<file path="config.mk">
export PLATFORM = sky130hd
export DESIGN_NAME = mandelbrot_pixel_writer
export DESIGN_NICKNAME = d
export VERILOG_FILES = /design/src/rtl/mandelbrot_pixel_writer.sv
export SDC_FILE = /design/constraint.sdc
export NUM_CORES = 1
export LEC_CHECK = 0
export BUFFER_PORTS_ARGS = -buffer_cell sky130_fd_sc_hd__buf_2
export CORE_UTILIZATION = 50
export DETAILED_ROUTE_END_ITERATION = 8
export PLACE_DENSITY = 0.7
export SLEW_MARGIN = 20
export SYNTH_ARGS = -nofsm -noshare
export SYNTH_HDL_FRONTEND = slang
export SYNTH_SLANG_ARGS = --single-unit
</file>
<file path="constraint.sdc">
create_clock -name CLK -period 8.71 [get_ports CLK]
set_input_delay 0.4355 -clock CLK [delete_from_list [all_inputs] [get_ports CLK]]
set_output_delay 0.4355 -clock CLK [all_outputs]
set_load 0.02 [all_outputs]
</file>
<file path="src/rtl/mandelbrot_pixel_writer.sv">
// Pulls iteration-count bursts from the Mandelbrot engine, colour-maps them into a pixel FIFO and
// streams pixels to the frame buffer. Define PIXEL_WRITER_PALETTE_EN for RGB332 colour, else gray.
module mandelbrot_pixel_writer #(
    parameter int unsigned SET_SIZE   = 1,
    parameter int unsigned MAX_ITER   = 255,
    parameter int unsigned FIFO_DEPTH = 8
) (
    input  logic        CLK,
    input  logic        reset,
    input  logic        eng_ready,
    input  logic [31:0] eng_data,
    input  logic        eng_frame_ready,
    input  logic [20:0] total_pixels,
    input  logic        fb_busy,
    output logic        send_data,
    output logic        clear_frame,
    output logic        fb_we,
    output logic [20:0] fb_addr,
    output logic [7:0]  fb_wdata,
    output logic        frame_done,
    output logic [15:0] frame_count,
    output logic        overflow
);

    localparam int unsigned AW = (FIFO_DEPTH > 1) ? $clog2(FIFO_DEPTH) : 1;
    localparam int unsigned CW = $clog2(FIFO_DEPTH + 1);

    typedef enum logic [1:0] {StIdle, StReq, StGap, StRecv} state_e;

    state_e         state_q, state_d;
    logic [CW-1:0]  beat_q, beat_d;
    logic [CW-1:0]  count_q, count_d;
    logic [AW-1:0]  wptr_q, wptr_d, rptr_q, rptr_d;
    logic [7:0]     mem_q [FIFO_DEPTH];
    logic [20:0]    pix_q, pix_d, total_q, total_d, limit;
    logic           clr_pending_q, clr_pending_d;
    logic           send_data_q, send_data_d, clear_frame_q, clear_frame_d;
    logic           fb_we_q, fb_we_d, frame_done_q, frame_done_d, overflow_q, overflow_d;
    logic [20:0]    fb_addr_q, fb_addr_d;
    logic [7:0]     fb_wdata_q, fb_wdata_d;
    logic [15:0]    frame_count_q, frame_count_d;
    logic           push, push_ok, pop, full, last, clr_fire;

    function automatic logic [7:0] map_colour(input logic [31:0] cnt);
        logic [7:0] c;
        c = cnt[7:0];
        if (cnt >= MAX_ITER) return 8'h00;
        if (cnt > 32'd255) return 8'hFF;
`ifdef PIXEL_WRITER_PALETTE_EN
        return {c[2:0], c[5:3], c[7:6]};
`else
        return c;
`endif
    endfunction

    // Word 0 arrives on the edge that leaves StGap, so capture starts there.
    always_comb begin
        state_d = state_q;
        beat_d  = beat_q;
        push    = 1'b0;
        unique case (state_q)
            StIdle: begin
                if (eng_ready && ((CW'(FIFO_DEPTH) - count_q) >= CW'(SET_SIZE))) begin
                    state_d = StReq;
                end
            end
            StReq: state_d = StGap;
            StGap: begin
                push    = 1'b1;
                beat_d  = CW'(1);
                state_d = (SET_SIZE == 1) ? StIdle : StRecv;
            end
            StRecv: begin
                push   = 1'b1;
                beat_d = beat_q + CW'(1);
                if (beat_q == CW'(SET_SIZE - 1)) state_d = StIdle;
            end
            default: state_d = StIdle;
        endcase
    end

    always_comb begin
        full    = (count_q == CW'(FIFO_DEPTH));
        push_ok = push && !full;
        pop     = (count_q != '0) && !fb_busy;

        count_d = count_q;
        if (push_ok && !pop) count_d = count_q + CW'(1);
        else if (!push_ok && pop) count_d = count_q - CW'(1);

        wptr_d = wptr_q;
        if (push_ok) wptr_d = (wptr_q == AW'(FIFO_DEPTH - 1)) ? '0 : wptr_q + AW'(1);
        rptr_d = rptr_q;
        if (pop) rptr_d = (rptr_q == AW'(FIFO_DEPTH - 1)) ? '0 : rptr_q + AW'(1);

        // Address 0 starts a frame, so the size comes from the live input there.
        limit   = (pix_q == '0) ? total_pixels : total_q;
        last    = pop && (pix_q == limit - 21'd1);
        total_d = (pop && (pix_q == '0)) ? total_pixels : total_q;
        pix_d   = pix_q;
        if (pop) pix_d = last ? '0 : pix_q + 21'd1;

        clr_fire      = clr_pending_q && eng_frame_ready;
        clr_pending_d = clr_pending_q;
        if (clr_fire) clr_pending_d = 1'b0;
        if (last) clr_pending_d = 1'b1;

        send_data_d   = (state_d == StReq);
        clear_frame_d = clr_fire;
        fb_we_d       = pop;
        fb_addr_d     = pop ? pix_q : fb_addr_q;
        fb_wdata_d    = pop ? mem_q[rptr_q] : fb_wdata_q;
        frame_done_d  = last;
        frame_count_d = last ? frame_count_q + 16'd1 : frame_count_q;
        overflow_d    = overflow_q | (push && full);
    end

    always_ff @(posedge CLK or posedge reset) begin
        if (reset) begin
            state_q       <= StIdle;
            beat_q        <= '0;
            count_q       <= '0;
            wptr_q        <= '0;
            rptr_q        <= '0;
            pix_q         <= '0;
            total_q       <= '0;
            clr_pending_q <= 1'b0;
            send_data_q   <= 1'b0;
            clear_frame_q <= 1'b0;
            fb_we_q       <= 1'b0;
            fb_addr_q     <= '0;
            fb_wdata_q    <= '0;
            frame_done_q  <= 1'b0;
            frame_count_q <= '0;
            overflow_q    <= 1'b0;
        end else begin
            state_q       <= state_d;
            beat_q        <= beat_d;
            count_q       <= count_d;
            wptr_q        <= wptr_d;
            rptr_q        <= rptr_d;
            pix_q         <= pix_d;
            total_q       <= total_d;
            clr_pending_q <= clr_pending_d;
            send_data_q   <= send_data_d;
            clear_frame_q <= clear_frame_d;
            fb_we_q       <= fb_we_d;
            fb_addr_q     <= fb_addr_d;
            fb_wdata_q    <= fb_wdata_d;
            frame_done_q  <= frame_done_d;
            frame_count_q <= frame_count_d;
            overflow_q    <= overflow_d;
        end
    end

    always_ff @(posedge CLK) begin
        if (push_ok) mem_q[wptr_q] <= map_colour(eng_data);
    end

    assign send_data   = send_data_q;
    assign clear_frame = clear_frame_q;
    assign fb_we       = fb_we_q;
    assign fb_addr     = fb_addr_q;
    assign fb_wdata    = fb_wdata_q;
    assign frame_done  = frame_done_q;
    assign frame_count = frame_count_q;
    assign overflow    = overflow_q;

endmodule
</file>
# Yosys cells after proc, flatten, opt, wreduce, memory -nomap -nowiden
# Memory sizes are Yosys's and may differ from the RTL's. A register that Yosys moved wholly into a read port is not among the register bits.
# Index checks and enable logic that the tools add are counted.
word_totals:
  mem_count: 1
  inputBits: 58
  reg_bits: 101
  ram_bits: 64
  out_inout_bits: 50
  word_cells: 83
classes:
  bitwise_logic: 1
  eq_ne: 8
  add_sub_neg: 9
  magnitude_cmp: 3
  n_mux: 25
  n_reduce_logical: 21
memory_table:
  columns: ["memory", "words", "word_bits", "read_ports", "rd_clocked_by_memory_dff", "write_ports", "line", "source"]
  rows:
  - ["mem_q", 8, 8, 1, 1, 1, "34", "logic [7:0] mem_q [FIFO_DEPTH];"]
op_table:
  columns: ["op", "n"]
  rows:
  - ["two-way mux 21 bit", 2]
  - ["two-way mux 8 bit", 5]
  - [">= comparator 32 x 8 -> 1 bit (second input constant)", 1]
  - ["> comparator 32 x 8 -> 1 bit (second input constant)", 1]
  - ["adder 21 x 1 -> 21 bit (second input constant)", 1]
  - ["== test 21 bit", 1]
  - ["zero test 21 bit", 1]
  - ["subtractor 21 x 1 -> 21 bit (second input constant)", 1]
  - ["adder 16 x 1 -> 16 bit (second input constant)", 1]
  - ["two-way mux 1 bit", 10]
  - ["logical AND 1 bit", 9]
  - ["adder 4 x 1 -> 4 bit (second input constant)", 2]
  - ["two-way mux 4 bit", 2]
  - ["one-hot mux 2 bit (4 select lines)", 1]
  - ["one-hot mux 4 bit (2 select lines)", 1]
  - ["adder 3 x 1 -> 3 bit (second input constant)", 2]
  - ["== test 3 bit (second input constant)", 2]
  - ["two-way mux 3 bit", 2]
  - ["nonzero test 2 bit", 3]
  - ["== test 2 x 1 -> 1 bit (second input constant)", 2]
  - ["== test 2 bit (second input constant)", 2]
  - ["== test 4 bit (second input constant)", 1]
  - [">= comparator 4 x 1 -> 1 bit (second input constant)", 1]
  - ["zero test 1 bit", 4]
  - ["8 further kinds", 9]

# Depth between registers and ports, before layout
# Gate-level depths: netlist (run 1).
logic_depth:
  word_depth: 10
  mapped_depth: 21
  depth_no_buf: 17

# Worst setup path after synthesis (run 1)
# No wires, ideal clock.
synth_path:
  path_kind: "register -> register"
  start: "reg pix_q[0]"
  end: "reg frame_count_q[3], in the netlist frame_count[3]"
  stages_incl_launch_ff: 22
  path_slack_ps: 3933
  period_less_slack_ps: 4777
  n_path_buf: 4
  setup_ps: 132
  t_required_ps: 8578
  t_arrival_ps: 4645
  path_cell_list: "dfrtp_1 -> inv_1 -> ha_1 -> nor4b_2 -> nand3_1 -> nor2_1 -> buf_4 -> buf_4 -> mux2i_1 -> ha_1 -> clkbuf_1 -> xor2_1 -> or4_1 -> a22o_1 -> or3_1 -> a21oi_1 -> nand4_1 -> or4_4 -> nor4b_4 -> buf_6 -> nand4_1 -> xnor2_1"
synth_between:
  elab_chain_cells: 5
synth_lines:
  columns: ["item", "line", "source"]
  rows:
  - ["start, declared", "35", "logic [20:0] pix_q, pix_d, total_q, total_d, limit;"]
  - ["start signal, assigned", "142", "pix_q <= pix_d;"]
  - ["zero test 21 bit", "97", "limit = (pix_q == '0) ? total_pixels : total_q;"]
  - ["two-way mux 21 bit", "97", null]
  - ["subtractor 21 x 1 -> 21 bit", "98", "last = pop && (pix_q == limit - 21'd1);"]
  - ["== test 21 bit *", "98", null]
  - ["logical AND 1 bit *", "98", null]
  - ["end signal, assigned", "151", "frame_count_q <= frame_count_d;"]
  - ["end, declared", "41", "logic [15:0] frame_count_q, frame_count_d;"]
# Mark *: on every way between the ends. The rest lies on a longest branch, timed or not.
# A chain may end at the register's enable or synchronous reset.

# Worst setup path after layout (run 1)
layout_path:
  start: "reg pix_q[0]"
  end: "reg frame_count_q[1], in the netlist frame_count[1]"
# Same word-level chain as after synthesis.

==> results of run 1 <==
[per-layer routing]
| layer | vias to the layer above | part of all wire | global-route usage | routed length (um) |
|---|---|---|---|---|
| met5 | - | 0 | 0 | 0 |
| met4 | 0 | 0.016 | 0.0701 | 312 |
| met3 | 30 | 0.051 | 0.0445 | 957 |
| met2 | 187 | 0.47 | 0.361 | 8920 |
| met1 | 3082 | 0.46 | 0.308 | 8730 |
| li1 | 2970 | - | - | - |
[synth_stat cells (all sizes together), types with 10 or more instances]
master and n:
ha 13, and3 13, a21oi 10, mux2i 24
xnor2 37, nor3 28, mux4 16, nor4 19
nand3 26, clkbuf 18, buf 21, dfrtp 109
and2 12, nand2 99, nand4 24, edfxtp 64
xor2 23, nand2b 13, nor2 39, o21ai 30
mux2 28, inv 22
[worst max-delay path, stage by stage, from the launching register on]
cell	delay, ns
dfrtp_1	0.43
inv_1	0.13
ha_1	0.18
nor4b_2	0.23
nand3_1	0.43
nor2_1	0.39
mux2i_1	0.32
ha_1	0.39
nor4b_1	0.55
nand3_1	0.27
a211oi_1	0.33
o221ai_1	0.15
mux2i_1	0.17
mux2_2	0.18
o221ai_1	0.19
nor4b_4	0.29
buf_4	0.37
mux2_2	0.37
[cell families after synthesis]
logic type / Yosys count / synth area share
flops: 173 / 0.536
compound gates: 82 / 0.0613
fa+ha+maj: 14 / 0.0210
buf+inv: 61 / 0.0321
simple gates: 306 / 0.184
xor+xnor: 60 / 0.0605
mux: 68 / 0.106
[per-stage QoR]
stage	area [um2]	total power, mW	util	std cells	setup WS (ns)
after global routing	9960	2.73	0.594	1095	2.90
final	9960	2.58	0.594	1095	3.22
after floorplan	8680	1.67	-	764	3.93
after detailed placement	9390	1.87	0.561	1063	3.28
after CTS	9960	2.61	0.594	1095	3.24
after global placement	9390	1.86	0.560	1063	3.37
[cell usage in the layout (no fill, tap or decap), types with 5 or more instances in the layout]
cell and instances:
inv_8 5, a31oi_1 5, nor2_1 38, dfrtp_1 109, and2_1 12, xor2_1 23
nor4_1 15, buf_2 107, clkbuf_16 17, nand4_1 24, edfxtp_1 64, xnor2_1 37
inv_1 21, mux2i_1 24, a21o_1 7, nor3_1 28, nand2_1 99, a21oi_1 10
mux4_2 16, buf_4 11, ha_1 13, o21ai_0 29, mux2_2 28, o211ai_1 6
and3_1 13, nand3_1 26, or3_1 5, or4_1 6, nor4b_1 6, nand2b_1 13
[final timing paths]
kind	slack (ns)	depth (start not counted)	endpoint
setup reg to reg	3.22	17	frame_count[1]
hold reg to reg	0.47	2	fb_addr[17]
max in group asynchronous	7.42	3	beat_q[0]
hold / removal	0.09	2	fb_wdata[3]
min in group CLK	0.24	2	clear_frame
setup / recovery	3.22	17	frame_count[1]
[final cells by class]
cell class | count | share of cell area
flip-flops and latches | 173 | 0.467
repair buffers | 118 | 0.0621
clock buffers | 19 | 0.0435
well taps | 220 | 0.0276
clock inverters | 13 | 0.0132
multi-input cells | 530 | 0.378
inverters | 22 | 0.00854
[registers in the layout, indices dropped and copies added, names as in the netlist]
| name | cells |
|---|---|
| total_q | 21 |
| clr_pending_q | 1 |
| fb_we | 1 |
| beat_q | 4 |
| overflow | 1 |
| frame_count | 16 |
| rptr_q | 3 |
| wptr_q | 3 |
| fb_addr | 21 |
| count_q | 4 |
| frame_done | 1 |
| mem_q | 64 |
| pix_q | 21 |
| clear_frame | 1 |
| fb_wdata | 8 |
| send_data | 1 |
| state_q | 2 |
[power by group through the flow]
stage / sequential [mW] / clock, mW / combinational (mW)
floorplan: 1.15 / 0 / 0.519
global placement: 1.16 / 0 / 0.701
detailed placement: 1.16 / 0 / 0.708
CTS: 1.15 / 0.739 / 0.715
global route: 1.18 / 0.770 / 0.783
finish: 1.15 / 0.726 / 0.707
==> results.toml, run 1 <==
[finish]
regArea_um2 = 4650
multi_input_area_um2 = 3770
drive_gt1_frac = 0.237
areaGrowthSynthToFinish_pct = 14.7
num-nets-final = 934
filler_cell_count = 1405
n_antenna_cell = 0

[power]
p_comb_frac = 0.273
p_int_mw = 1.68
p_seq_frac = 0.446
p_leak_nw = 4.18
powerDensity_nw_per_um2 = 260
peakVddDrop_mv = 0.192
power_frac_clock = 0.281
switching_share = 0.349
switching_power_mw = 0.901

[cts]
clkLatencyLatePin_ns = 0.42
cts_setup_buffers = 0
cts_root_buf = "clkbuf_16"
cts.repair.resized = 0
clock_sinks = 173
cts_tree = "done"
htreeDepth = 4
postCtsHoldBufs = 0
cts_made_buffers = 17
clockBufferDepth = 2
clk_pin_slew_ns = 0.07

[synthesis]
yosys.area.top_type = "dfrtp_1"
yosysSeqAreaShare = 0.536
netlist_area_um2 = 8680
synth_area_per_cell_um2 = 11.4
async_flop_share = 0.630
yosys_register_bits = 173
synth-edff-count = 64
syn-num-nets = 836
synth_top_area_frac = 0.314
yosys-top-cells-area = "dfrtp_1 31%, edfxtp_1 22%, nand2_1 4.3%"
synth_ff_type = "dfrtp_1"
synth.distinct_cells = 58
synthCells = 764
yosysWarningCount = 0

[sta]
timing.fmax_mhz = 182
final_max_slew_viol_count = 0
finalCriticalPeriod_ns = 5.49
hold_viol_final = 0
whs_ns = 0.0894
tns_ns = 0
slew_headroom = 0.317
setup_viol = 0
fin_skew_ns = 0.00766
rsz0062_at_grt = "false"
worst_pin_slew_ns = 1.01
fin_crit_sh = 0.630

[run_status]
outcome = "completed"

[routing]
drc_errors = 0
final_antenna_net_count = 0
drt_pass1_iterations = 4
drt_wl_total_mm = 18.9
via_per_inst = 5.73
drtIter0Drc = 492
vias = 6269
wl_per_cell_um = 17.3

[grt]
antenna_found_initial = 0
grt_max_degree = 60
first_global_vias = 6153
gr-usage-all-layers = 0.225
grt_pass1_wl_mm = 31.4
grt-ovfl-total = 0

[min_path]
min_path_type = "in2async"

[placement]
gp_congestion = 0.901
dp_hpwl_mm = 12.9
port_buffers = 107

[floorplanning]
die_area_um2 = 17900
chipWidth_um = 134
core_region_area_um2 = 16800
rows = 47
initial_core_util = 0.518
io_pins = 108
die_y_um = 134

[setup_path]
crit_type = "reg2reg"
arrival_ns = 5.80
cp-start-kind = "register"
cp-startpoint = "pix_q[0]"
cp_max_fo = 33
cp-end-kind = "register"
rr_startpoint = "pix_q[0]"
worstPathRequired_ns = 9.02

[run]
max-cap-violations = 0
(Power assumes the default switching activity.)
==> inputs of run 2 (changes only) <==
PLACE_DENSITY = 0.73   (was 0.7)
clock period = 5 ns   (was 8.71 ns; I/O delays follow)
==> results.toml, run 2 (same netlist as run 1, synthesis figures left out) <==
[routing]
via_per_inst = 5.79
wl_per_cell_um = 17.7
vias = 6467
drt_wl_total_mm = 19.8
drc_errors = 0
final_antenna_net_count = 0
drt_pass1_iterations = 5
drtIter0Drc = 567

[cts]
clockBufferDepth = 2
htreeDepth = 4
cts_root_buf = "clkbuf_16"
clock_sinks = 173
cts_tree = "done"
cts_made_buffers = 17
clkLatencyLatePin_ns = 0.44
clk_pin_slew_ns = 0.07

[setup_path]
critPathMaxStageDelay_ns = 0.61
cp-start-kind = "register"
cp-end-kind = "register"
path_buf_inv = 3
slowest_stage = "and4bb_1"
crit_chain = "inv_1 -> ha_1 -> nor4b_2 -> nand3_1 -> nor2_1 -> mux2i_1 -> ha_1 -> buf_4 -> nor4b_1 -> buf_4 -> nand3_1 -> a211oi_1 -> o221ai_1 -> mux2i_1 -> mux2_2 -> o221ai_1 -> and4bb_1 -> nor4b_1 -> a211o_1"
cp_top_family = "simple AND/OR/NAND/NOR gates"
cp_max_fo = 7
worstPathRequired_ns = 5.32
r2r_slack_ns = 0.29
arrival_ns = 5.03
crit_type = "reg2reg"

[sta]
fin_crit_sh = 0.942
worst_pin_slew_ns = 0.905
finalCriticalPeriod_ns = 4.71
timing.fmax_mhz = 212
whs_ns = -0.00627
setup_viol = 0
final_max_slew_viol_count = 0
fin_skew_ns = 0.0134
hold_viol_final = 5
rsz0062_at_grt = "false"
tns_ns = 0
slew_headroom = 0.397

[power]
p_leak_nw = 4.32
powerDensity_nw_per_um2 = 459
peakVddDrop_mv = 0.327

[finish]
finalNonFillerCells = 1117
top_register = "mem_q"
final_cell_mix = "109 x dfrtp_1, 107 x buf_2, 99 x nand2_1"
multi_input_area_um2 = 3750
n_antenna_cell = 0
filler_cell_count = 1349
drive_gt1_frac = 0.255
areaGrowthSynthToFinish_pct = 17.0
largest_reg_flops = 64
regArea_um2 = 4650
num-nets-final = 956
finish.utilization = 0.606
final_common_cell = "dfrtp_1"

[placement]
gp_congestion = 0.882
placed_cells_incl_taps = 1085
dp_hpwl_mm = 13.6
port_buffers = 107

[run_status]
violations = "negative hold slack"
outcome = "complete, but fails checks"

[floorplanning]
initial_core_util = 0.518
chipWidth_um = 134
io_pins = 108
die_area_um2 = 17900
core_region_area_um2 = 16800
die_y_um = 134
rows = 47

[grt]
antenna_found_initial = 0
grt_pass1_wl_mm = 31.7
grt-ovfl-total = 0
gr-usage-all-layers = 0.230
first_global_vias = 6101
grt_max_degree = 73

[min_path]
min_path_type = "in2async"

[run]
max-cap-violations = 0
## run 2: cell count changes in the layout (fill, tap and decap cells not counted), sizes merged
cell,delta
clkinvlp,-2
clkinv,+1
clkbuf,-1
buf,+22
inv,+2
## run 2: cell type report
cell class,instances,share of cell area
flip-flops and latches,173,0.458
clock inverters,14,0.0161
well taps,220,0.0271
inverters,22,0.00838
multi-input cells,530,0.370
repair buffers,140,0.0779
clock buffers,18,0.0432
## run 2: worst paths after layout
check | start | to | cells past startpoint
max in group asynchronous | reset | total_q[0] | 3
min in group CLK | eng_frame_ready | clear_frame | 2
min reg2reg | fb_addr[17] | fb_addr[17] | 2
max reg2reg | pix_q[0] | pix_q[2] | 19
min | reset | fb_wdata[2] | 2
max | pix_q[0] | pix_q[2] | 19
## run 2: layer usage
layer | share of wire | vias to the layer above | GRT usage
li1 | - | 3025 | -
met1 | 0.45 | 3158 | 0.313
met2 | 0.47 | 254 | 0.363
met3 | 0.061 | 30 | 0.0544
met4 | 0.017 | 0 | 0.0707
met5 | 0 | - | 0
## run 2: repair_timing
item                                    CTS  global route
endpoints found under the setup margin    0            14
setup buffers                             0             0
hold buffers                              0             0
resized for setup                         0             2
## run 2: report_power, final
part | leakage, nW | total, mW | internal, mW | switching (mW)
combinational | 2.09 | 1.35 | 0.595 | 0.754
sequential | 1.93 | 1.98 | 1.73 | 0.244
clock | 0.298 | 1.34 | 0.689 | 0.649
total | 4.32 | 4.66 | 3.02 | 1.65
## run 2: stage by stage
stage | area, um2 | worst slack [ns] | power (mW) | hold slack, ns
global placement | 9550 | 0.375 | 3.32 | 0.455
finish | 10200 | 0.291 | 4.66 | -0.00627
detailed placement | 9550 | 0.263 | 3.35 | 0.458
floorplan | 8680 | 0.223 | 2.90 | 0.367
CTS | 10100 | 0.242 | 4.69 | 0.0375
global route | 10200 | 0.000268 | 4.89 | 0.0556
## run 2: worst register-to-register path: cells and delay by family, from the launching register on
| kind | cells | cell delay (ns) |
|---|---|---|
| AO/OA/AOI/OAI | 4 | 0.94 |
| adder cells (fa/ha/maj) | 2 | 0.38 |
| buffers and inverters | 3 | 0.41 |
| flip-flops | 1 | 0.39 |
| multiplexers | 3 | 0.65 |
| AND/OR/NAND/NOR | 7 | 1.81 |
